File: config.mk
export PLATFORM = sky130hd
export DESIGN_NAME = shifter_seq_ctrl
export DESIGN_NICKNAME = d
export VERILOG_FILES = /design/src/rtl/shifter_seq_ctrl.sv
export SDC_FILE = /design/constraint.sdc
export NUM_CORES = 1
export LEC_CHECK = 0
export CAP_MARGIN = 15
export CORE_ASPECT_RATIO = 1.75
export CORE_UTILIZATION = 30
export DETAILED_ROUTE_END_ITERATION = 8
export HOLD_SLACK_MARGIN = 0.06
export PLACE_DENSITY_LB_ADDON = 0.2
export SETUP_SLACK_MARGIN = 0.02
export SLEW_MARGIN = 20
export SYNTH_ARGS = -nofsm -noshare
export SYNTH_HDL_FRONTEND = slang
export SYNTH_SLANG_ARGS = --single-unit
File: constraint.sdc
create_clock -name i_clk -period 2.06 [get_ports i_clk]
set_input_delay 0.412 -clock i_clk [delete_from_list [all_inputs] [get_ports i_clk]]
set_output_delay 0.412 -clock i_clk [all_outputs]
set_load 0.01 [all_outputs]
File: src/rtl/shifter_seq_ctrl.sv
// Sequencer for a universal shift register: takes a load/shift command, paces N shifts
// at a programmable bit period and hands back the final shifter word.
module shifter_seq_ctrl #(
   parameter int WIDTH = 8,
   parameter int CNT_W = $clog2(WIDTH + 1),
   parameter int DIV_W = 8
) (
   input  logic             i_clk,
   input  logic             i_rst_n,
   input  logic             i_cmd_valid,
   output logic             o_cmd_ready,
   input  logic             i_cmd_load,
   input  logic             i_cmd_dir,
   input  logic [CNT_W-1:0] i_cmd_len,
   input  logic [DIV_W-1:0] i_cmd_div,
   input  logic [WIDTH-1:0] i_cmd_pdata,
   input  logic             i_abort,
   output logic [1:0]       o_sh_select,
   output logic [WIDTH-1:0] o_sh_pdata,
   output logic             o_sh_sdata_rt,
   output logic             o_sh_sdata_lt,
   input  logic [WIDTH-1:0] i_sh_pdata,
   input  logic             i_ser_in,
   output logic             o_ser_out,
   output logic             o_bit_strobe,
   output logic             o_busy,
   output logic             o_rsp_valid,
   input  logic             i_rsp_ready,
   output logic [WIDTH-1:0] o_rsp_pdata
);

   typedef enum logic [2:0] {
      S_IDLE,
      S_LOAD,
      S_WAIT,
      S_SHIFT,
      S_DONE
   } state_t;

   localparam logic [CNT_W-1:0] LEN_MAX = CNT_W'(WIDTH);

   // Zero and out-of-range counts both mean a full-width shift.
   function automatic logic [CNT_W-1:0] norm_len(input logic [CNT_W-1:0] len);
      if (len == '0 || len > LEN_MAX) return LEN_MAX;
      return len;
   endfunction

   state_t           state, state_nxt;
   logic             accept;
   logic             dir_r;
   logic [CNT_W-1:0] len_r;
   logic [DIV_W-1:0] div_r;
   logic [WIDTH-1:0] pdata_r;
   logic [CNT_W-1:0] bit_cnt;
   logic [CNT_W-1:0] bit_cnt_inc;
   logic [DIV_W-1:0] wait_cnt;
   logic [WIDTH-1:0] rsp_pdata_r;
   logic             rsp_cap;
   logic             last_shift;

   assign accept      = i_cmd_valid && (state == S_IDLE);
   assign bit_cnt_inc = bit_cnt + CNT_W'(1);
   assign last_shift  = (bit_cnt_inc == len_r);

   always_ff @(posedge i_clk or negedge i_rst_n) begin
      if (!i_rst_n) begin
         state       <= S_IDLE;
         bit_cnt     <= '0;
         wait_cnt    <= '0;
         rsp_cap     <= 1'b0;
         rsp_pdata_r <= '0;
      end else begin
         state <= state_nxt;
         if (state == S_IDLE)
            bit_cnt <= '0;
         else if (state == S_SHIFT && !i_abort)
            bit_cnt <= bit_cnt_inc;
         // Reloaded every non-WAIT cycle so it is primed on whichever edge enters WAIT.
         if (state != S_WAIT)
            wait_cnt <= ((state == S_IDLE) ? i_cmd_div : div_r) - DIV_W'(1);
         else
            wait_cnt <= wait_cnt - DIV_W'(1);
         rsp_cap <= (state == S_DONE);
         if (state == S_DONE && !rsp_cap)
            rsp_pdata_r <= i_sh_pdata;
      end
   end

   always_ff @(posedge i_clk) begin
      if (accept) begin
         dir_r   <= i_cmd_dir;
         len_r   <= norm_len(i_cmd_len);
         div_r   <= i_cmd_div;
         pdata_r <= i_cmd_pdata;
      end
   end

   always_comb begin
      state_nxt    = state;
      o_sh_select  = 2'b00;
      o_bit_strobe = 1'b0;
      o_rsp_valid  = 1'b0;
      case (state)
         S_IDLE: begin
            if (i_cmd_valid) begin
               if (i_cmd_load)          state_nxt = S_LOAD;
               else if (i_cmd_div == '0) state_nxt = S_SHIFT;
               else                     state_nxt = S_WAIT;
            end
         end
         S_LOAD: begin
            o_sh_select = 2'b11;
            state_nxt   = (div_r == '0) ? S_SHIFT : S_WAIT;
         end
         S_WAIT: begin
            if (wait_cnt == '0) state_nxt = S_SHIFT;
         end
         S_SHIFT: begin
            o_sh_select  = dir_r ? 2'b10 : 2'b01;
            o_bit_strobe = 1'b1;
            if (last_shift)          state_nxt = S_DONE;
            else if (div_r == '0)    state_nxt = S_SHIFT;
            else                     state_nxt = S_WAIT;
         end
         S_DONE: begin
            o_rsp_valid = 1'b1;
            if (i_rsp_ready) state_nxt = S_IDLE;
         end
         default: state_nxt = S_IDLE;
      endcase
      // Abort freezes the shifter in the same cycle and discards any response.
      if (i_abort && state != S_IDLE) begin
         state_nxt    = S_IDLE;
         o_sh_select  = 2'b00;
         o_bit_strobe = 1'b0;
         o_rsp_valid  = 1'b0;
      end
   end

   assign o_cmd_ready   = (state == S_IDLE);
   assign o_busy        = (state != S_IDLE);
   assign o_sh_pdata    = (state == S_LOAD) ? pdata_r : '0;
   assign o_sh_sdata_rt = o_busy & ~dir_r & i_ser_in;
   assign o_sh_sdata_lt = o_busy &  dir_r & i_ser_in;
   assign o_ser_out     = o_busy & (dir_r ? i_sh_pdata[WIDTH-1] : i_sh_pdata[0]);
   // First DONE cycle passes the settled shifter word through while the register captures it.
   assign o_rsp_pdata   = (state == S_DONE && !rsp_cap) ? i_sh_pdata : rsp_pdata_r;

endmodule

# After elaboration in Yosys (flattened, before gate mapping)
# Index checks and enable logic that the tools add are counted.
[word_totals] reg_bits=45 out_inout_bits=25 input_bits=36 elab_cells=70
[classes] n_addsub=3 bitwise=6 eq_ne=9 n_mux=27 n_reduce_logical=15 order_cmp=1
[ops] op="two-way mux 8 bit" count=4
[ops] op="zero test 8 bit" count=3
[ops] op="two-way mux 4 bit" count=4
[ops] op="subtractor 8 x 1 -> 8 bit (second input constant)" count=2
[ops] op="two-way mux 3 bit" count=5
[ops] op="one-hot mux 3 bit (5 select lines)" count=1
[ops] op="two-way mux 1 bit" count=9
[ops] op="inequality test 3 x 2 -> 1 bit (second input constant)" count=3
[ops] op="== test 3 x 2 -> 1 bit (second input constant)" count=2
[ops] op="two-way mux 2 bit" count=3
[ops] op="AND 1 bit" count=5
[ops] op="adder 4 x 1 -> 4 bit (second input constant)" count=1
[ops] op="== test 4 bit" count=1
[ops] op="> comparator 4 bit (second input constant)" count=1
[ops] op="logical AND 1 bit" count=4
[ops] op="zero test 4 bit" count=1
[ops] op="one-hot mux 2 bit (2 select lines)" count=1
[ops] op="== test 3 x 1 -> 1 bit (second input constant)" count=1
[ops] op="== test 3 bit (second input constant)" count=1
[ops] op="zero test 3 bit" count=1
[ops] op="inequality test 3 bit (second input constant)" count=1
[ops] op="AND reduction 3 bit" count=1
[ops] op="nonzero test 3 bit" count=1
[ops] op="zero test 1 bit" count=2
[ops] op="3 further kinds" count=3

# Depth between registers and ports, before layout
# Gate-level depths: netlist (run 1).
[depth] depth_word=6 depth_mapped=7 ltp_nobuf=6

# Worst setup path before layout (run 1)
# Ideal clock, no wire load.
[synth_timing] path_type="register to output" from="register state[2]" to="output port o_sh_sdata_lt" path_buffers=1 arrival_ps=1635 stages_incl_launch_ff=6 required_time_ps=1648 slack_ps=13 path_cell_list="dfrtp_1 -> or2_2 -> clkbuf_1 -> nor2_1 -> inv_1 -> and3_1"
[synth_via] elab_chain_len=3
[synth_lines] element="start: declaration" line_no="48" rtl="state_t state, state_nxt;"
[synth_lines] element="start signal: assignment" line_no="73" rtl="state <= state_nxt;"
[synth_lines] element="nonzero test 3 bit" line_no="141" rtl="assign o_busy = (state != S_IDLE);"
[synth_lines] element="named net o_busy" line_no="26" rtl="output logic o_busy,"
[synth_lines] element="AND 1 bit (2 in series)" line_no="144" rtl="assign o_sh_sdata_lt = o_busy & dir_r & i_ser_in;"
[synth_lines] element="end: declaration" line_no="21" rtl="output logic o_sh_sdata_lt,"
# The timed path passes the listed nets, and every way through them passes these cells.

# Worst setup path in the final report (run 1)
[layout_timing] from="register state[1]" to="output port o_rsp_pdata[0]"
[layout_via] elab_chain_len=3
[layout_lines] element="== test 3 bit" line_no="147" rtl="assign o_rsp_pdata = (state == S_DONE && !rsp_cap) ? i_sh_pdata : rsp_pdata_r;"
[layout_lines] element="logical AND 1 bit" line_no="147"
[layout_lines] element="two-way mux 8 bit"
[layout_lines] element="end: declaration" line_no="29" rtl="output logic [WIDTH-1:0] o_rsp_pdata"
# No other way between the ends.

==> results of run 1 <==
what timing repair did:
action                     in CTS  in global routing
pin swaps                       3                  3
hold endpoints to repair        0                  0
buffers inserted                6                  2
resized for setup              82                 32
hold buffers                    0                  0
setup endpoints to repair      25                 24
sequential cells by signal (all words and copies together) (netlist names):
| signal | count |
|---|---|
| rsp_cap | 1 |
| dir_r | 1 |
| state | 3 |
| rsp_pdata_r | 8 |
| div_r | 8 |
| bit_cnt | 4 |
| pdata_r | 8 |
| len_r | 4 |
| wait_cnt | 8 |
worst paths after layout:
path / start / end / slack [ps] / depth (start not counted)
min: i_rst_n / state[0]$_DFFE_PN0P_ / 490 / 2
min in group i_clk: rsp_pdata_r[4]$_DFF_PN0_ / rsp_pdata_r[4]$_DFF_PN0_ / 510 / 1
max reg2reg: state[0]$_DFFE_PN0P_ / wait_cnt[7]$_DFF_PN0_ / 200 / 9
max in group asynchronous: i_rst_n / wait_cnt[5]$_DFF_PN0_ / 1330 / 2
max: state[1]$_DFFE_PN0P_ / o_rsp_pdata[0] / -60 / 7
min reg2reg: rsp_pdata_r[4]$_DFF_PN0_ / rsp_pdata_r[4]$_DFF_PN0_ / 510 / 1
kinds of logic after synthesis:
group,after synthesis,synth area share
and+or+nand+nor,60,0.165
xor gates and xnor gates,14,0.0645
AOI/OAI and AO/OA,13,0.0397
DFF,45,0.583
buffers and inverters,8,0.0184
adders and majority gates,2,0.0118
muxes,23,0.118
metal layers:
metal,share of wire,GRT usage,vias up
met1,0.39,0.164,775
met2,0.54,0.276,54
met5,0,0,-
met4,0.015,0.0551,0
met3,0.050,0.0282,6
li1,-,-,792
stage by stage:
step,power [µW],utilization,instances
2_1_floorplan,2230,-,165
4_1_cts,3980,0.480,347
6_report,3960,0.477,349
3_5_place_dp,3090,0.442,333
5_1_grt,4210,0.477,349
3_3_place_gp,3070,0.442,333
critical path, cell delays in order (launching register included):
cell	delay, ps
dfrtp_1	410
nor2_2	140
nand2_2	90
nor2_4	110
buf_12	130
buf_6	100
mux2_4	310
buf_6	120
report_power, final:
group	switching, µW	internal (µW)
clock	344	451
combinational	837	1000
sequential	119	1210
layout by cell type, fill, tap and decap left out, types with 2 or more instances in the layout:
cell	count
clkdlybuf4s50_1	35
clkbuf_16	5
nor2_4	3
buf_4	29
nand2_1	7
o21ai_0	3
clkbuf_2	9
buf_2	4
inv_1	4
nor3_1	3
nand3_1	4
edfxtp_1	21
nor4_1	6
xnor2_1	8
xor2_1	5
mux2_2	2
buf_12	2
mux2_4	9
clkinv_4	2
nor2_2	2
dlymetal6s2s_1	3
mux2i_1	9
and2_1	9
buf_6	12
a21oi_1	3
nor2_1	9
and3_1	3
ha_1	2
mux2_1	2
dfrtp_1	24
nor2b_1	3
nand2_2	2
layout make-up:
class / instances / area (µm²) / share of cell area
flip-flops and latches: 45 / 1230 / 0.376
multi-input cells: 112 / 908 / 0.278
repair buffers: 95 / 861 / 0.263
clock buffers: 5 / 125 / 0.0382
well taps: 84 / 105 / 0.0321
clock inverters: 3 / 22.5 / 0.00688
inverters: 5 / 18.8 / 0.00574
==> results.cfg, run 1 <==
[status]
outcome = complete, but fails checks
violations = negative setup slack

[die]
pin_count = 61
initial_core_util = 0.308
core_mm2 = 0.00686
die_area_mm2 = 0.00740
fp-row-count = 40
fp.dieH_um = 113
die_x_um = 65.4

[cts]
htree_levels = 2
cts_tree = built
cts_buffer_depth = 2
clkSinkCount = 45
clk_latency_ps = 290
cts_inserted_buffers = 5
clkTransAtPathRegs_ps = 70
cts_root_buf = clkbuf_16

[min_path]
worstHoldPathType = in2async

[layout]
fillers = 637
area_growth_pct = 54.8
final_cell_area_mm2 = 0.00327
fin_nets = 302
diodes = 0
drive_gt1_frac = 0.340

[timing]
hold_violations = 0
setup_ws_ps = -61.8
fin_crit_ps = 2120
fmax_mhz = 471
rsz0062_at_grt = yes
slew_violations = 0
hold_slack_ps = 489
setup_viol_count_final = 5
fin_crit_sh = 1.03
setup_tns_ps = -284
worst_pin_slew_ps = 360
max_slew_margin = 0.754
clock-skew-final_ps = 9.07

[power_and_ir_drop]
p_per_area_mw_per_mm2 = 1210
p_leak_uw = 0.00148
peakVddDrop_mv = 0.704

[route]
routed_via_density = 4.66
drtIter0Drc = 33
wl_per_cell_um = 14.2
vias = 1627
final_antenna_net_count = 0
dr.pass1.iters = 4
wl_um = 4970
drc = 0

[synthesis]
synth_area_mm2 = 0.00211
synth.most_common_cell = dfrtp_1
avgSynthCellArea_um2 = 12.8
ys.flop_type = dfrtp_1
ys_ff_latch = 45
syn_inst = 165
syn_nets = 203
synth_seq_area_share = 0.583
synth.area.top_cells = edfxtp_1, dfrtp_1, mux2_2
synth_commonest_cells = dfrtp_1, edfxtp_1, nor2_1
synth_top_area_share = 0.298
synth_warnings = 0
ys_types = 40
synth_top_cell_by_area = edfxtp_1
async_flop_share = 0.533
synth-edff-count = 21

[job]
cap_violations = 0

[global_routing]
grtUsageTotal = 0.150
grt_max_degree = 25
grt_pass1_wl_um = 8370
grt_pass1_vias = 1819
grt_overflow_total = 0
antenna_found_initial = 0

[setup_path]
crit_fanout = 6
critPathArrivalTime_ps = 1710
end_kind = output port
critPathLaunchType = flip-flop
path_class = reg2out
required_ps = 1650

[placement]
port_buffers = 60
globalplace.congestion = 0.747
dpl_worst_slack_ps = -402
dpl-instance-area_mm2 = 0.00303
dpl.hpwl_um = 3750
(Power assumes the default switching activity.)
==> run 2: changes to the inputs <==
--- a/config.mk
+++ b/config.mk
@@ -8,9 +8,9 @@
 export CAP_MARGIN = 15
 export CORE_ASPECT_RATIO = 1.75
 export CORE_UTILIZATION = 30
+export CTS_CLUSTER_SIZE = 16
 export DETAILED_ROUTE_END_ITERATION = 8
 export HOLD_SLACK_MARGIN = 0.06
-export PLACE_DENSITY_LB_ADDON = 0.2
 export SETUP_SLACK_MARGIN = 0.02
 export SLEW_MARGIN = 20
 export SYNTH_ARGS = -nofsm -noshare
==> run 2 against run 1 <==
  * The run still ends with negative setup slack left
  * Combinational power is 2% higher
  * Final cell count is 0.86% higher
  * Die area stayed put
  * Largest cell class unchanged
==> results.cfg, run 2 (synthesized netlist as in run 1, its figures left out) <==
[setup_path]
crit_slowest_cell = dfrtp_1
path_cells = nor2_2 -> nand2_2 -> nor2_4 -> buf_12 -> buf_4 -> mux2_4 -> buf_6
reg2reg_to = wait_cnt[7]$_DFF_PN0_
critPathLaunch = state[1]$_DFFE_PN0P_
required_ps = 1650
reg2reg_depth = 8
critPathLaunchType = flip-flop
rrSetupSlack_ps = 130
crit_fanout = 8
cpPeakStageDelay_ps = 400
critPathArrivalTime_ps = 1700
path_class = reg2out
crit_path_end = o_rsp_pdata[4]
regToRegStartpoint = state[2]$_DFFE_PN0P_
end_kind = output port

[die]
initial_core_util = 0.308
fp.dieH_um = 113
pin_count = 61
fp-row-count = 40
die_area_mm2 = 0.00740
core_mm2 = 0.00686
die_x_um = 65.4

[route]
wl_um = 5410
final_antenna_net_count = 0
dr.pass1.iters = 4
wl_per_cell_um = 15.4
vias = 1650
drc = 0
drtIter0Drc = 51
routed_via_density = 4.69

[global_routing]
grtUsageTotal = 0.161
antenna_found_initial = 0
grt_max_degree = 25
grt_pass1_vias = 1763
grt_overflow_total = 0
grt_pass1_wl_um = 8700

[timing]
fin_crit_ps = 2110
hold_violations = 0
max_slew_margin = 0.738
setup_viol_count_final = 6
clock-skew-final_ps = 2.50
rsz0062_at_grt = yes
slew_violations = 0
worst_pin_slew_ps = 383
hold_slack_ps = 489
setup_ws_ps = -53.0
fmax_mhz = 473
fin_crit_sh = 1.03

[placement]
globalplace.congestion = 0.775
dpl.hpwl_um = 4040
port_buffers = 60
dpl.cell_count = 327

[layout]
mostFrequentLayoutCells = clkdlybuf4s50_1, buf_4, dfrtp_1, buf_6, edfxtp_1
drive_gt1_frac = 0.362
fin_cells = 352
fin_nets = 305
final_common_cell = clkdlybuf4s50_1
fillers = 636
area_growth_pct = 57.5
diodes = 0

[status]
violations = negative setup slack
outcome = complete, but fails checks

[min_path]
worstHoldPathType = in2async

[cts]
clkSinkCount = 45
cts_root_buf = clkbuf_16
cts_tree = built
clk_latency_ps = 280
htree_levels = 2
clkTransAtPathRegs_ps = 60
cts_inserted_buffers = 5
cts_buffer_depth = 2

[power_and_ir_drop]
p_leak_uw = 0.00148
p_per_area_mw_per_mm2 = 1210
peakVddDrop_mv = 0.636
p_total_uw = 4010

[job]
cap_violations = 0
==> run 2: cell types whose count changed in the layout (fill, tap and decap cells not counted), moves of 2 or more <==
cell	before	now
clkbuf_2	9	2
mux2_2	2	4
and2_1	9	3
buf_6	12	22
clkinv_4	2	0
mux2_4	9	7
clkbuf_1	0	2
and2_4	0	6
dlymetal6s2s_1	3	0
buf_2	4	7
==> run 2: power by group <==
part	internal, µW	total, µW	leakage [µW]	switching (µW)
Sequential	1210	1330	0.000511	118
Combinational	1030	1880	0.000894	855
Clock	484	799	0.0000712	315
Total	2730	4010	0.00148	1290
==> run 2: metal layers <==
metal,GRT usage,part of all wire
met5,0,0
met4,0.0986,0.039
met3,0.0212,0.021
met2,0.307,0.59
met1,0.155,0.35
==> run 2: final cells by class <==
class | count | area, µm² | share of cell area
multi-input combinational | 112 | 913 | 0.274
inverter | 5 | 18.8 | 0.00564
timing repair buffer | 98 | 913 | 0.274
clock buffer | 8 | 146 | 0.0440
sequential | 45 | 1230 | 0.370
tap | 84 | 105 | 0.0316
==> run 2: timing repair <==
| item | CTS | global route |
|---|---|---|
| hold buffers | 0 | 0 |
| setup endpoints to repair | 25 | 20 |
| resized for setup | 108 | 28 |
| setup buffers | 14 | 3 |
| pin swaps | 4 | 9 |
==> run 2: how the worst min path moves through the flow <==
stage,start,to,slack [ps],depth (start not counted)
detailed placement,rsp_pdata_r[6]$_DFF_PN0_,rsp_pdata_r[6]$_DFF_PN0_,480,1
global placement,rsp_pdata_r[2]$_DFF_PN0_,rsp_pdata_r[2]$_DFF_PN0_,480,1
finish,i_rst_n,rsp_pdata_r[1]$_DFF_PN0_,490,2
global route,rsp_pdata_r[1]$_DFF_PN0_,rsp_pdata_r[1]$_DFF_PN0_,510,1
CTS,i_rst_n,rsp_pdata_r[1]$_DFF_PN0_,500,2
floorplan,i_rst_n,bit_cnt[0]$_DFFE_PN0P_,120,0
==> run 2: worst max-delay path: cells and delay by family (launching register included) <==
kind,cells,cell delay [ps]
and+or+nand+nor,3,360
DFF,1,400
buffers and inverters,3,350
muxes,1,300
==> run 2: through the flow <==
stage | area, µm² | setup slack (ps) | TNS, ps | utilization
detailed placement | 2980 | -394 | -1730 | 0.435
floorplan | 2120 | 18.3 | 0 | -
CTS | 3250 | -94.4 | -677 | 0.474
finish | 3330 | -53.0 | -296 | 0.485
global placement | 2980 | -389 | -1620 | 0.435
global route | 3330 | -98.9 | -778 | 0.485
==> run 3: changes to the inputs <==
--- a/config.mk
+++ b/config.mk
@@ -12,6 +12,7 @@
 export DETAILED_ROUTE_END_ITERATION = 8
 export HOLD_SLACK_MARGIN = 0.06
 export SETUP_SLACK_MARGIN = 0.02
+export SKIP_CTS_REPAIR_TIMING = 1
 export SLEW_MARGIN = 20
 export SYNTH_ARGS = -nofsm -noshare
 export SYNTH_HDL_FRONTEND = slang
==> run 3 against run 2 <==
  * The run still ends with negative setup slack left
  * Total power fell by 5.3%
  * Setup slack improved by 36 ps
  * Final cell count fell by 4.3%
  * Maximum frequency rose by 1.7%
  * Core utilization fell by 2.5 points
  * Final area fell by 5.1%
  * Clock-buffer cell count did not move
  * Largest cell class unchanged
  * Die area did not move
  * Hold slack barely moved
  * First-iteration DRC count rose by 39%
  * Sequential share of layout area rose by 2.0 points
==> results.cfg, run 3 (synthesized netlist as in run 1, its figures left out) <==
[status]
outcome = complete, but fails checks
violations = negative setup slack

[cts]
clkTransAtPathRegs_ps = 60
clkSinkCount = 45
htree_levels = 2
cts_inserted_buffers = 5
clk_latency_ps = 280
cts_buffer_depth = 2
cts_root_buf = clkbuf_16
cts_tree = built

[global_routing]
grt_pass1_vias = 1688
antenna_found_initial = 0
grt_pass1_wl_um = 8370
grt_max_degree = 25
grtUsageTotal = 0.155
grt_overflow_total = 0

[timing]
setup_ws_ps = -16.7
fin_crit_sh = 1.01
fmax_mhz = 482
max_slew_margin = 0.739
rsz0062_at_grt = yes
fin_crit_ps = 2080
setup_viol_count_final = 8
worst_pin_slew_ps = 382
slew_violations = 0
hold_slack_ps = 489
hold_violations = 0
setup_tns_ps = -98.1
clock-skew-final_ps = 2.49

[route]
final_antenna_net_count = 0
wl_um = 5190
dr.pass1.iters = 4
drtIter0Drc = 71
drc = 0
wl_per_cell_um = 15.4
routed_via_density = 4.71
vias = 1588

[die]
pin_count = 61
initial_core_util = 0.308
die_x_um = 65.4
core_mm2 = 0.00686
fp.dieH_um = 113
die_area_mm2 = 0.00740
fp-row-count = 40

[setup_path]
crit_fanout = 8
critical-path-top-delay-family = simple AND/OR/NAND/NOR gates
critPathArrivalTime_ps = 1660
crit_slowest_cell = dfrtp_1
end_kind = output port
worst_path_most_repeated_cell = nor2_2
required_ps = 1650
path_buf_inv = 2
cpPeakStageDelay_ps = 380
path_cells = nor2_2 -> nand2_1 -> nor2_2 -> buf_12 -> mux2_2 -> clkbuf_2
critPathLaunchType = flip-flop
path_class = reg2out

[layout]
final_util = 0.461
final_common_cell = clkdlybuf4s50_1
fin_cells = 337
diodes = 0
final_cell_area_mm2 = 0.00316
mostFrequentLayoutCells = clkdlybuf4s50_1, dfrtp_1, edfxtp_1, buf_4, dlymetal6s2s_1
area_growth_pct = 49.4
drive_gt1_frac = 0.237
fin_nets = 290

[placement]
dpl.hpwl_um = 4040
port_buffers = 60
dpl-instance-area_mm2 = 0.00298
dpl.cell_count = 327
globalplace.congestion = 0.775

[power_and_ir_drop]
peakVddDrop_mv = 0.632
p_per_area_mw_per_mm2 = 1200
p_leak_uw = 0.00159

[min_path]
worstHoldPathType = in2async

[job]
cap_violations = 0
-- run 3: cell count changes in the layout (fill, tap and decap cells not counted), moves of 6 or more --
cell            previous run  this run
buf_2                      7         0
and2_1                     3         9
buf_4                     28        21
buf_6                     22         0
mux2_4                     7         1
clkbuf_2                   2         9
mux2_2                     4        10
and2_4                     6         0
dlymetal6s2s_1             0        16
-- run 3: path summary, 6_finish.rpt --
path | start | end | slack, ps | cells after the start
setup reg to reg | state[1]$_DFFE_PN0P_ | wait_cnt[7]$_DFF_PN0_ | 120 | 6
setup / recovery | state[0]$_DFFE_PN0P_ | o_rsp_pdata[7] | -20 | 6
hold / removal | i_rst_n | rsp_pdata_r[1]$_DFF_PN0_ | 490 | 2
min in group i_clk | rsp_pdata_r[6]$_DFF_PN0_ | rsp_pdata_r[6]$_DFF_PN0_ | 490 | 1
max in group asynchronous | i_rst_n | state[1]$_DFFE_PN0P_ | 1320 | 2
hold reg to reg | rsp_pdata_r[6]$_DFF_PN0_ | rsp_pdata_r[6]$_DFF_PN0_ | 490 | 1
-- run 3: worst reg2reg max path: cells and delay by family, from the launching register on --
family	cells	cell delay, ps
xor gates and xnor gates	1	110
and+or+nand+nor	2	470
buffers and inverters	1	260
muxes	2	620
DFF	1	360
-- run 3: cell type report --
type                    instances  area [µm²]
clock buffers                   8         146
flip-flops and latches         45        1230
well taps                      84         105
fillers                       652        3700
inverters                       5        18.8
repair buffers                 83         793
multi-input cells             112         863
-- run 3: where the power goes --
group / leakage [µW] / internal, µW / switching (µW)
Combinational: 0.00101 / 870 / 808
Sequential: 0.000511 / 1210 / 109
Clock: 0.0000712 / 484 / 315
-- run 3: through the flow --
step	power, µW	setup slack (ps)
4_1_cts	3870	-401
3_3_place_gp	3030	-389
5_1_grt	4020	-86.2
2_1_floorplan	2230	18.3
6_report	3800	-16.7
3_5_place_dp	3060	-394
-- run 3: per-layer routing --
| layer | vias to the layer above | track usage | wire length (µm) |
|---|---|---|---|
| met5 | - | 0 | 0 |
| met4 | 0 | 0.0957 | 189 |
| met3 | 10 | 0.0212 | 105 |
| met2 | 30 | 0.296 | 3080 |
| met1 | 784 | 0.149 | 1820 |
| li1 | 764 | - | - |
